<file path="src/rtl/vga_scan_out.sv">
// VGA raster timing generator with registered colour/sync output stage.
// Define VGA_CLKDIV_EN to derive pix_tick as clk/2; otherwise every clk is a pixel.
module vga_scan_out #(
  parameter int H_VISIBLE = 640,
  parameter int H_FP      = 16,
  parameter int H_SYNC    = 96,
  parameter int H_BP      = 48,
  parameter int V_VISIBLE = 480,
  parameter int V_FP      = 10,
  parameter int V_SYNC    = 2,
  parameter int V_BP      = 33
) (
  input  logic       clk,
  input  logic       reset,
  input  logic [7:0] R,
  input  logic [7:0] G,
  input  logic [7:0] B,
  output logic [9:0] h_counter,
  output logic [9:0] v_counter,
  output logic       pix_tick,
  output logic       frame_start,
  output logic       VGA_HS,
  output logic       VGA_VS,
  output logic       VGA_BLANK_N,
  output logic [7:0] VGA_R,
  output logic [7:0] VGA_G,
  output logic [7:0] VGA_B
);

  localparam int H_TOTAL = H_VISIBLE + H_FP + H_SYNC + H_BP;
  localparam int V_TOTAL = V_VISIBLE + V_FP + V_SYNC + V_BP;

  localparam logic [9:0] H_LAST = 10'(H_TOTAL - 1);
  localparam logic [9:0] V_LAST = 10'(V_TOTAL - 1);
  localparam logic [9:0] H_VIS  = 10'(H_VISIBLE);
  localparam logic [9:0] V_VIS  = 10'(V_VISIBLE);
  localparam logic [9:0] HS_LO  = 10'(H_VISIBLE + H_FP);
  localparam logic [9:0] HS_HI  = 10'(H_VISIBLE + H_FP + H_SYNC - 1);
  localparam logic [9:0] VS_LO  = 10'(V_VISIBLE + V_FP);
  localparam logic [9:0] VS_HI  = 10'(V_VISIBLE + V_FP + V_SYNC - 1);

  logic [9:0] h_q, h_d;
  logic [9:0] v_q, v_d;
  logic       tick_q;
  logic       fs_q;
  logic       hs_q, vs_q, blank_n_q;
  logic [7:0] r_q, g_q, b_q;

`ifdef VGA_CLKDIV_EN
  logic       phase_q;
`endif

  logic h_last, v_last;
  logic raw_vis, raw_hs, raw_vs;

  assign h_last  = (h_q == H_LAST);
  assign v_last  = (v_q == V_LAST);
  assign raw_vis = (h_q < H_VIS) && (v_q < V_VIS);
  assign raw_hs  = !((h_q >= HS_LO) && (h_q <= HS_HI));
  assign raw_vs  = !((v_q >= VS_LO) && (v_q <= VS_HI));

  always_comb begin
    h_d = h_q + 10'd1;
    v_d = v_q;
    if (h_last) begin
      h_d = '0;
      v_d = v_last ? '0 : v_q + 10'd1;
    end
  end

  always_ff @(posedge clk) begin
    if (reset) begin
`ifdef VGA_CLKDIV_EN
      phase_q   <= 1'b0;
`endif
      tick_q    <= 1'b0;
      h_q       <= '0;
      v_q       <= '0;
      fs_q      <= 1'b0;
      hs_q      <= 1'b1;
      vs_q      <= 1'b1;
      blank_n_q <= 1'b0;
      r_q       <= '0;
      g_q       <= '0;
      b_q       <= '0;
    end else begin
`ifdef VGA_CLKDIV_EN
      phase_q <= ~phase_q;
      tick_q  <= phase_q;
`else
      tick_q  <= 1'b1;
`endif
      fs_q <= tick_q && h_last && v_last;
      // Sync, blank and colour share one register so they stay aligned
      if (tick_q) begin
        h_q       <= h_d;
        v_q       <= v_d;
        hs_q      <= raw_hs;
        vs_q      <= raw_vs;
        blank_n_q <= raw_vis;
        r_q       <= raw_vis ? R : 8'd0;
        g_q       <= raw_vis ? G : 8'd0;
        b_q       <= raw_vis ? B : 8'd0;
      end
    end
  end

  assign h_counter   = h_q;
  assign v_counter   = v_q;
  assign pix_tick    = tick_q;
  assign frame_start = fs_q;
  assign VGA_HS      = hs_q;
  assign VGA_VS      = vs_q;
  assign VGA_BLANK_N = blank_n_q;
  assign VGA_R       = r_q;
  assign VGA_G       = g_q;
  assign VGA_B       = b_q;

endmodule
</file>
<file path="config.mk">
export PLATFORM = sky130hd
export DESIGN_NAME = vga_scan_out
export DESIGN_NICKNAME = d
export VERILOG_FILES = /design/src/rtl/vga_scan_out.sv
export SDC_FILE = /design/constraint.sdc
export NUM_CORES = 1
export LEC_CHECK = 0
export ABC_AREA = 1
export ABC_CLOCK_PERIOD_IN_PS = 3050
export BUFFER_PORTS_ARGS = -buffer_cell sky130_fd_sc_hd__buf_2
export CORE_MARGIN = 10
export CORE_UTILIZATION = 54
export DETAILED_ROUTE_END_ITERATION = 7
export HOLD_SLACK_MARGIN = 0.12
export PLACE_DENSITY = 0.85
export SETUP_SLACK_MARGIN = 0.5
export SYNTH_ARGS = -nofsm -noshare
export SYNTH_HDL_FRONTEND = slang
export SYNTH_SLANG_ARGS = --single-unit
</file>
<file path="constraint.sdc">
create_clock -name clk -period 3.05 [get_ports clk]
set_input_delay 0.305 -clock clk [delete_from_list [all_inputs] [get_ports clk]]
set_output_delay 0.305 -clock clk [all_outputs]
set_load 0.005 [all_outputs]
</file>
# Yosys cells after proc, flatten, opt, wreduce, memory -nomap -nowiden
# Cells that the tools add are included.
# op_classes
reduce_logical	8
addsub	2
magnitude_cmp	6
n_eq_ne	2
mux	6
# ops
op	n
$mux W8	3
$add A10 B1 Y10 const B	2
$eq A10 B10 Y1 const B	2
$mux W10	2
$ge A10 B10 Y1 const B	1
$ge A10 B9 Y1 const B	1
$le A10 B10 Y1 const B	1
$le A10 B9 Y1 const B	1
$lt A10 B10 Y1 const B	1
$lt A10 B9 Y1 const B	1
$logic_and A1 B1 Y1	5
$logic_not A1 Y1	2
$reduce_and A2 Y1	1
$mux W1	1
# totals
reg_bits	49
wordCells	34

# Logic depth before layout (Yosys ltp)
# Gate-level depths: netlist (run 1).
# depth
ltp_word	3
depth_mapped	9

# Least setup slack after synthesis (run 1)
# Ideal clock, no wire load.
# synth_path
kind	register to register
from	register h_q[1] (netlist: h_counter[1])
to	register v_q[3] (netlist: v_counter[3])
path_stages_with_launch	9
t_arrival_ps	1239
required_ps	2928
setup_slack_ps	1689
synth_period_minus_slack_ps	1361
n_path_buf	0
path_cell_list	dfxtp_1 > ha_1 > nand2_4 > nor2_4 > nand3_4 > nor2_2 > inv_1 > nand2_2 > a21oi_1
# synth_between
elab_chain_len	2
# synth_lines
element	line	source
start, declared	42	logic [9:0] h_q, h_d;
start signal, assigned	77	h_q <= '0;
start signal, assigned	96	h_q <= h_d;
$eq A10 B10 Y1	56	assign h_last = (h_q == H_LAST);
$reduce_and A2 Y1 (no line)	n/a	
end signal, assigned	97	v_q <= v_d;
end, declared	43	logic [9:0] v_q, v_d;
# No other way between the ends.
# A chain may end at the register's enable or synchronous reset.

# Final worst setup path (run 1)
# layout_path
from	register tick_q (netlist: pix_tick)
to	register v_q[6] (netlist: v_counter[6])
# layout_between
elab_chain_len	1
# layout_lines
element	line	source
start, declared	44	logic tick_q;
start signal, assigned	76	tick_q <= 1'b0;
start signal, assigned	91	tick_q <= 1'b1;
$reduce_and A2 Y1 (no line)	n/a	
# No other way between the ends.

==> results of run 1 <==
## per-layer routing
metal | share of wire, % | vias to the layer above | global-route usage [%]
li1 | - | 1140 | -
met1 | 42 | 997 | 18.3
met2 | 51 | 53 | 27.5
met3 | 5.4 | 10 | 4.93
met4 | 1.5 | 0 | 4.19
met5 | 0 | - | 0
## metrics by stage
step,cells,setup slack (ns),instance area (sq um)
finish,429,1.44,2740
floorplan,309,1.69,2250
detailed placement,421,1.46,2620
global placement,421,1.44,2620
global route,429,1.24,2740
CTS,429,1.44,2740
## cell usage in the layout (no fill, tap or decap), types with 2 or more instances in the layout
cell type / count
buf_2: 74
nand2_1: 73
dfxtp_1: 49
a21oi_1: 37
nand3_1: 36
inv_1: 28
nor2_1: 22
nand4_1: 7
nor2_2: 6
o21ai_0: 6
clkbuf_8: 6
nor3_1: 5
inv_2: 4
nand2_2: 4
xor2_1: 4
ha_1: 4
nor2_4: 3
nor3_2: 2
o21bai_1: 2
## worst paths after layout
kind	start	endpoint	slack (ns)
setup / recovery	pix_tick	v_counter[6]	1.44
hold reg to reg	VGA_G[4]	VGA_G[4]	0.47
hold / removal	R[6]	VGA_R[6]	0.26
setup reg to reg	pix_tick	v_counter[6]	1.44
## critical path: cells and delay by family (launching register included)
family / cells / cell delay (ns)
compound gates: 1 / 0.11
buf+inv: 1 / 0.50
flops: 1 / 0.57
simple gates: 2 / 0.36
## logic make-up (layout without fill, tap and decap cells)
kind of cell             Yosys count  in the layout  share of synthesized area [%]
buffers and inverters             44            114                           8.22
AND/OR/NAND/NOR                  161            161                           33.6
XOR/XNOR                           4              4                           1.55
flip-flops                        49             49                           43.5
adder cells (fa/ha/maj)            4              4                           2.22
AO/OA/AOI/OAI                     47             47                           10.8
## sequential cells by signal, indices dropped and copies added (netlist names)
signal / cells
frame_start: 1
VGA_VS: 1
VGA_BLANK_N: 1
VGA_G: 8
VGA_B: 8
h_counter: 10
VGA_R: 8
pix_tick: 1
VGA_HS: 1
v_counter: 10
## power by group through the flow
| stage | Sequential (mW) | Combinational (mW) | Clock, mW |
|---|---|---|---|
| 4_1_cts | 0.677 | 0.104 | 0.492 |
| 6_report | 0.677 | 0.102 | 0.487 |
| 5_1_grt | 0.680 | 0.117 | 0.514 |
| 3_3_place_gp | 0.691 | 0.100 | 0 |
| 2_1_floorplan | 0.692 | 0.0549 | 0 |
| 3_5_place_dp | 0.691 | 0.102 | 0 |
## final cells by class
type / instances / area [sq um] / area share (%)
multi-input cells: 216 / 1090 / 39.7
flip-flops and latches: 49 / 981 / 35.8
repair buffers: 74 / 370 / 13.5
inverters: 32 / 120 / 4.38
clock buffers: 6 / 82.6 / 3.01
well taps: 50 / 62.6 / 2.28
clock inverters: 2 / 37.5 / 1.37
==> impl_metrics.yaml, run 1 <==
global_routing:
  grt-ovfl-total: 0
  grt_usage_pct: 15.8
  grt_max_degree: 36
  grt_pass1_vias: 2155
  antenna_found_initial: 0
  grt_pass1_wl_mm: 9.68
routing:
  viasPerCell: 5.13
  drc_errors: 0
  drt_wl_total_mm: 5.79
  wl_per_cell_um: 13.5
  num_vias: 2200
  drt_iter0_markers: 136
  first_pass_iters: 4
  ant_nets: 0
synthesis:
  synth_edf_count: 0
  synth_flop_cell: "dfxtp_1"
  yosys_warnings: 0
  synth_cell_types: 26
  synth.top_cell.area_share_pct: 43.5
  synth_top_area_cell: "dfxtp_1"
  synth.avg_cell_area_sq_um: 7.29
  synth_common_cells: "73 x nand2_1, 49 x dfxtp_1, 37 x a21oi_1, 36 x nand3_1, 28 x inv_1"
  synth_seq_cells: 49
  synth_area_leaders: "dfxtp_1 44%, nand2_1 12%, a21oi_1 8.2%, nand3_1 8.0%, inv_1 4.7%"
  yosysSeqAreaShare_pct: 43.5
  yosysMostFrequentCell: "nand2_1"
  syn_inst: 309
  syn-num-nets: 339
  async_flop_share_pct: 0
  syn-cell-area_sq_um: 2250
power_and_ir_drop:
  p_per_area_nw_per_um2: 462
  seq_power_share_pct: 53.5
  switchingPower_mw: 0.291
  ir_drop_mv: 0.324
  leakage_nw: 1.28
  intPower_mw: 0.974
  p_total_mw: 1.27
  power_frac_clock_pct: 38.5
  sw_frac_of_total_pct: 23.0
  comb_power_share_pct: 8.0
clocking:
  cts_made_buffers: 5
  post_cts_resize_count: 0
  clk_path_buf_depth: 2
  clock_latency_ns: 0.30
  cts_setup_buffers: 0
  htree_levels: 2
  cts_num_sinks: 49
  path_clk_slew_ns: 0.09
  cts_tree: "yes"
  ctsHoldBuffers: 0
  cts_root_buf: "clkbuf_8"
timing:
  rsz0062_at_grt: "no"
  slew_headroom_pct: 42.7
  hold_viol: 0
  clock_skew_ns: 0.00437
  slew_violations: 0
  period_minus_slack_ns: 1.61
  fin_crit_sh_pct: 52.7
  worstMarginPinSlew_ns: 0.858
  fmax_ghz: 0.622
  setup_violations: 0
  timing.setup.tns_ns: 0
  whs_ns: 0.258
critical_path:
  crit_path_max_incr_delay_ns: 0.57
  crit_path_end_kind: "flip-flop"
  startpoint_type: "flip-flop"
  worst_path_max_delay_cell: "dfxtp_1"
  required_ns: 3.29
  critPathMaxFanout: 29
  arrival_ns: 1.84
  crit_chain: "inv_1 > nor2_2 > nand2_1 > a21oi_1"
  critical_path_class: "reg -> reg"
  reg2reg_depth: 4
floorplan:
  core-area_sq_um: 4030
  die_x_um: 84.6
  rows: 23
  pin_count: 75
  initial_core_util_pct: 55.9
  die_y_um: 84.6
  die-area_sq_um: 7160
flow_run:
  drv_cap: 0
run_status:
  status: "completed"
cells_and_area:
  fillCellCount: 368
  fin_nets: 408
  finish.utilization_pct: 68.0
  diodes: 0
  drive_above_1_share_pct: 27.2
  area_growth_pct: 21.7
placement:
  place.port_buffers: 74
  hpwl_mm: 4.31
  place.gp.congestion: 0.817
worst_hold_path:
  hp-class: "in -> reg"
  whs_path_depth: 3
Note: power is estimated with default switching activity, not from simulation.
==> run 2: changes to the inputs <==
ABC_CLOCK_PERIOD_IN_PS = 1400   (was 3050)
CORE_UTILIZATION = 45   (was 54)
PLACE_DENSITY = 0.75   (was 0.85)
clock period = 1.4 ns   (was 3.05 ns; I/O delays follow)
==> run 2 against run 1 <==
The flow now finishes with violations (setup timing). Design area up 64%. Die area up 15%. Clock skew about the same. Core utilization up 26 points. Register-to-register slack worse by 1.6 ns. Setup slack worse by 1.6 ns. Largest power group unchanged.
==> impl_metrics.yaml, run 2 (synthesis results as in run 1) <==
cells_and_area:
  area_growth_pct: 99.2
  layout_common_cells: "65 x buf_6, 52 x nand2_1, 35 x buf_4"
  final_common_cell: "buf_6"
  drive_above_1_share_pct: 64.1
  fin_nets: 497
  design_area_sq_um: 4490
critical_path:
  crit_path_end_kind: "flip-flop"
  critPathMaxFanout: 3
  critical_path_class: "reg -> reg"
  startpoint_type: "flip-flop"
  reg2reg_depth: 7
  r2r_start: "h_counter[0]"
  required_ns: 1.60
  r2r-end: "v_counter[6]"
  arrival_ns: 1.77
  reg2reg_setup_slack_ns: -0.16
worst_hold_path:
  holdCritStartpoint: "reset"
  whs_path_depth: 2
  hp-class: "in -> reg"
  holdPathEnd: "pix_tick"
placement:
  place.port_buffers: 74
  post_dp_cell_area_sq_um: 2740
  hpwl_mm: 4.48
  place.gp.congestion: 0.871
clocking:
  clock_latency_ns: 0.32
  path_clk_slew_ns: 0.10
  cts_tree: "yes"
  htree_levels: 2
  cts_made_buffers: 5
  cts_num_sinks: 49
  cts_root_buf: "clkbuf_8"
  clk_path_buf_depth: 2
timing:
  hold_viol: 0
  clock_skew_ns: 0.00413
  slew_violations: 0
  period_minus_slack_ns: 1.56
  slew_headroom_pct: 72.3
  setup_violations: 21
  fmax_ghz: 0.639
  worstMarginPinSlew_ns: 0.416
  layout_setup_ws_ns: -0.164
  rsz0062_at_grt: "yes"
  fin_crit_sh_pct: 112
power_and_ir_drop:
  p_per_area_nw_per_um2: 669
  leakage_nw: 1.95
  p_total_mw: 3.00
  ir_drop_mv: 0.864
routing:
  wl_per_cell_um: 23.4
  num_vias: 3174
  first_pass_iters: 5
  drt_wl_total_mm: 12.6
  drc_errors: 0
  viasPerCell: 5.90
  drt_iter0_markers: 419
  ant_nets: 0
floorplan:
  initial_core_util_pct: 47.1
  rows: 25
  die_y_um: 90.8
  die-area_sq_um: 8240
  core-area_sq_um: 4790
  pin_count: 75
  die_x_um: 90.8
run_status:
  status: "finished, violations left"
  failed_checks: "setup timing"
global_routing:
  grt_max_degree: 35
  antenna_found_initial: 1
  grt-ovfl-total: 0
  grt_pass1_vias: 2813
  grt_pass1_wl_mm: 13.8
  grt_usage_pct: 20.0
flow_run:
  drv_cap: 0
==> run 2: cell count changes in the layout (fill, tap and decap cells not counted), moves of 28 or more <==
cell,change
buf_6,+65
dfxtp_1,-48
buf_2,-43
buf_4,+35
dfxtp_2,+30
nand3_1,-30
nand3_2,+28
==> run 2: layer usage <==
| layer | track usage (%) | wire, um |
|---|---|---|
| met3 | 4.99 | 1370 |
| met1 | 21.4 | 4300 |
| met2 | 36.6 | 5980 |
| met5 | 0 | 0 |
| met4 | 7.43 | 932 |
==> run 2: power by group <==
part           leakage (nW)  internal (mW)  switching, mW
Combinational          1.47          0.291          0.244
Clock                0.0536          0.466          0.531
Sequential            0.424           1.42         0.0497
Total                  1.95           2.18          0.825
==> run 2: repair_timing <==
action | 4_1_cts | 5_1_grt
pin swaps | 16 | 53
endpoints found under the setup margin | 95 | 97
buffers inserted | 34 | 21
cloned | 4 | 0
endpoints found under the hold margin | 24 | 0
gates resized for setup | 112 | 123
hold buffers | 24 | 0
==> run 2: worst max-delay path by stage <==
stage / startpoint / endpoint / cells after the start
after floorplan: h_counter[1] / v_counter[3] / 8
after global placement: h_counter[1] / v_counter[0] / 8
after detailed placement: h_counter[9] / VGA_G[0] / 5
after CTS: h_counter[1] / v_counter[9] / 8
after global routing: v_counter[1] / v_counter[9] / 9
final: h_counter[0] / v_counter[6] / 7
==> run 2: area by class of cell <==
cell class / instances / area [sq um]
Tap cell: 67 / 83.8
Multi-Input combinational cell: 219 / 1570
Clock buffer: 7 / 97.6
Timing Repair Buffer: 160 / 1500
Clock inverter: 1 / 8.76
Inverter: 32 / 134
Antenna cell: 3 / 7.51
Fill cell: 141 / 298
Sequential cell: 49 / 1090
==> run 2: stage by stage <==
step	setup WS [ns]	util [%]	hold WS, ns	cells	TNS [ns]
CTS	0.0839	79.2	0.129	514	0
floorplan	0.157	-	0.300	309	0
global route	-0.185	93.8	0.164	538	-2.34
detailed placement	-0.0204	57.2	0.414	444	-0.0796
global placement	0.00816	57.2	0.408	444	0
finish	-0.164	93.8	0.150	538	-1.08
==> run 2: critical path: stages, from the launching register on <==
cell     delay (ns)
dfxtp_4        0.38
ha_4           0.15
buf_4          0.12
nand2_4        0.05
nor2_4         0.19
nand4_1        0.25
nand2_1        0.21
a21oi_2        0.08
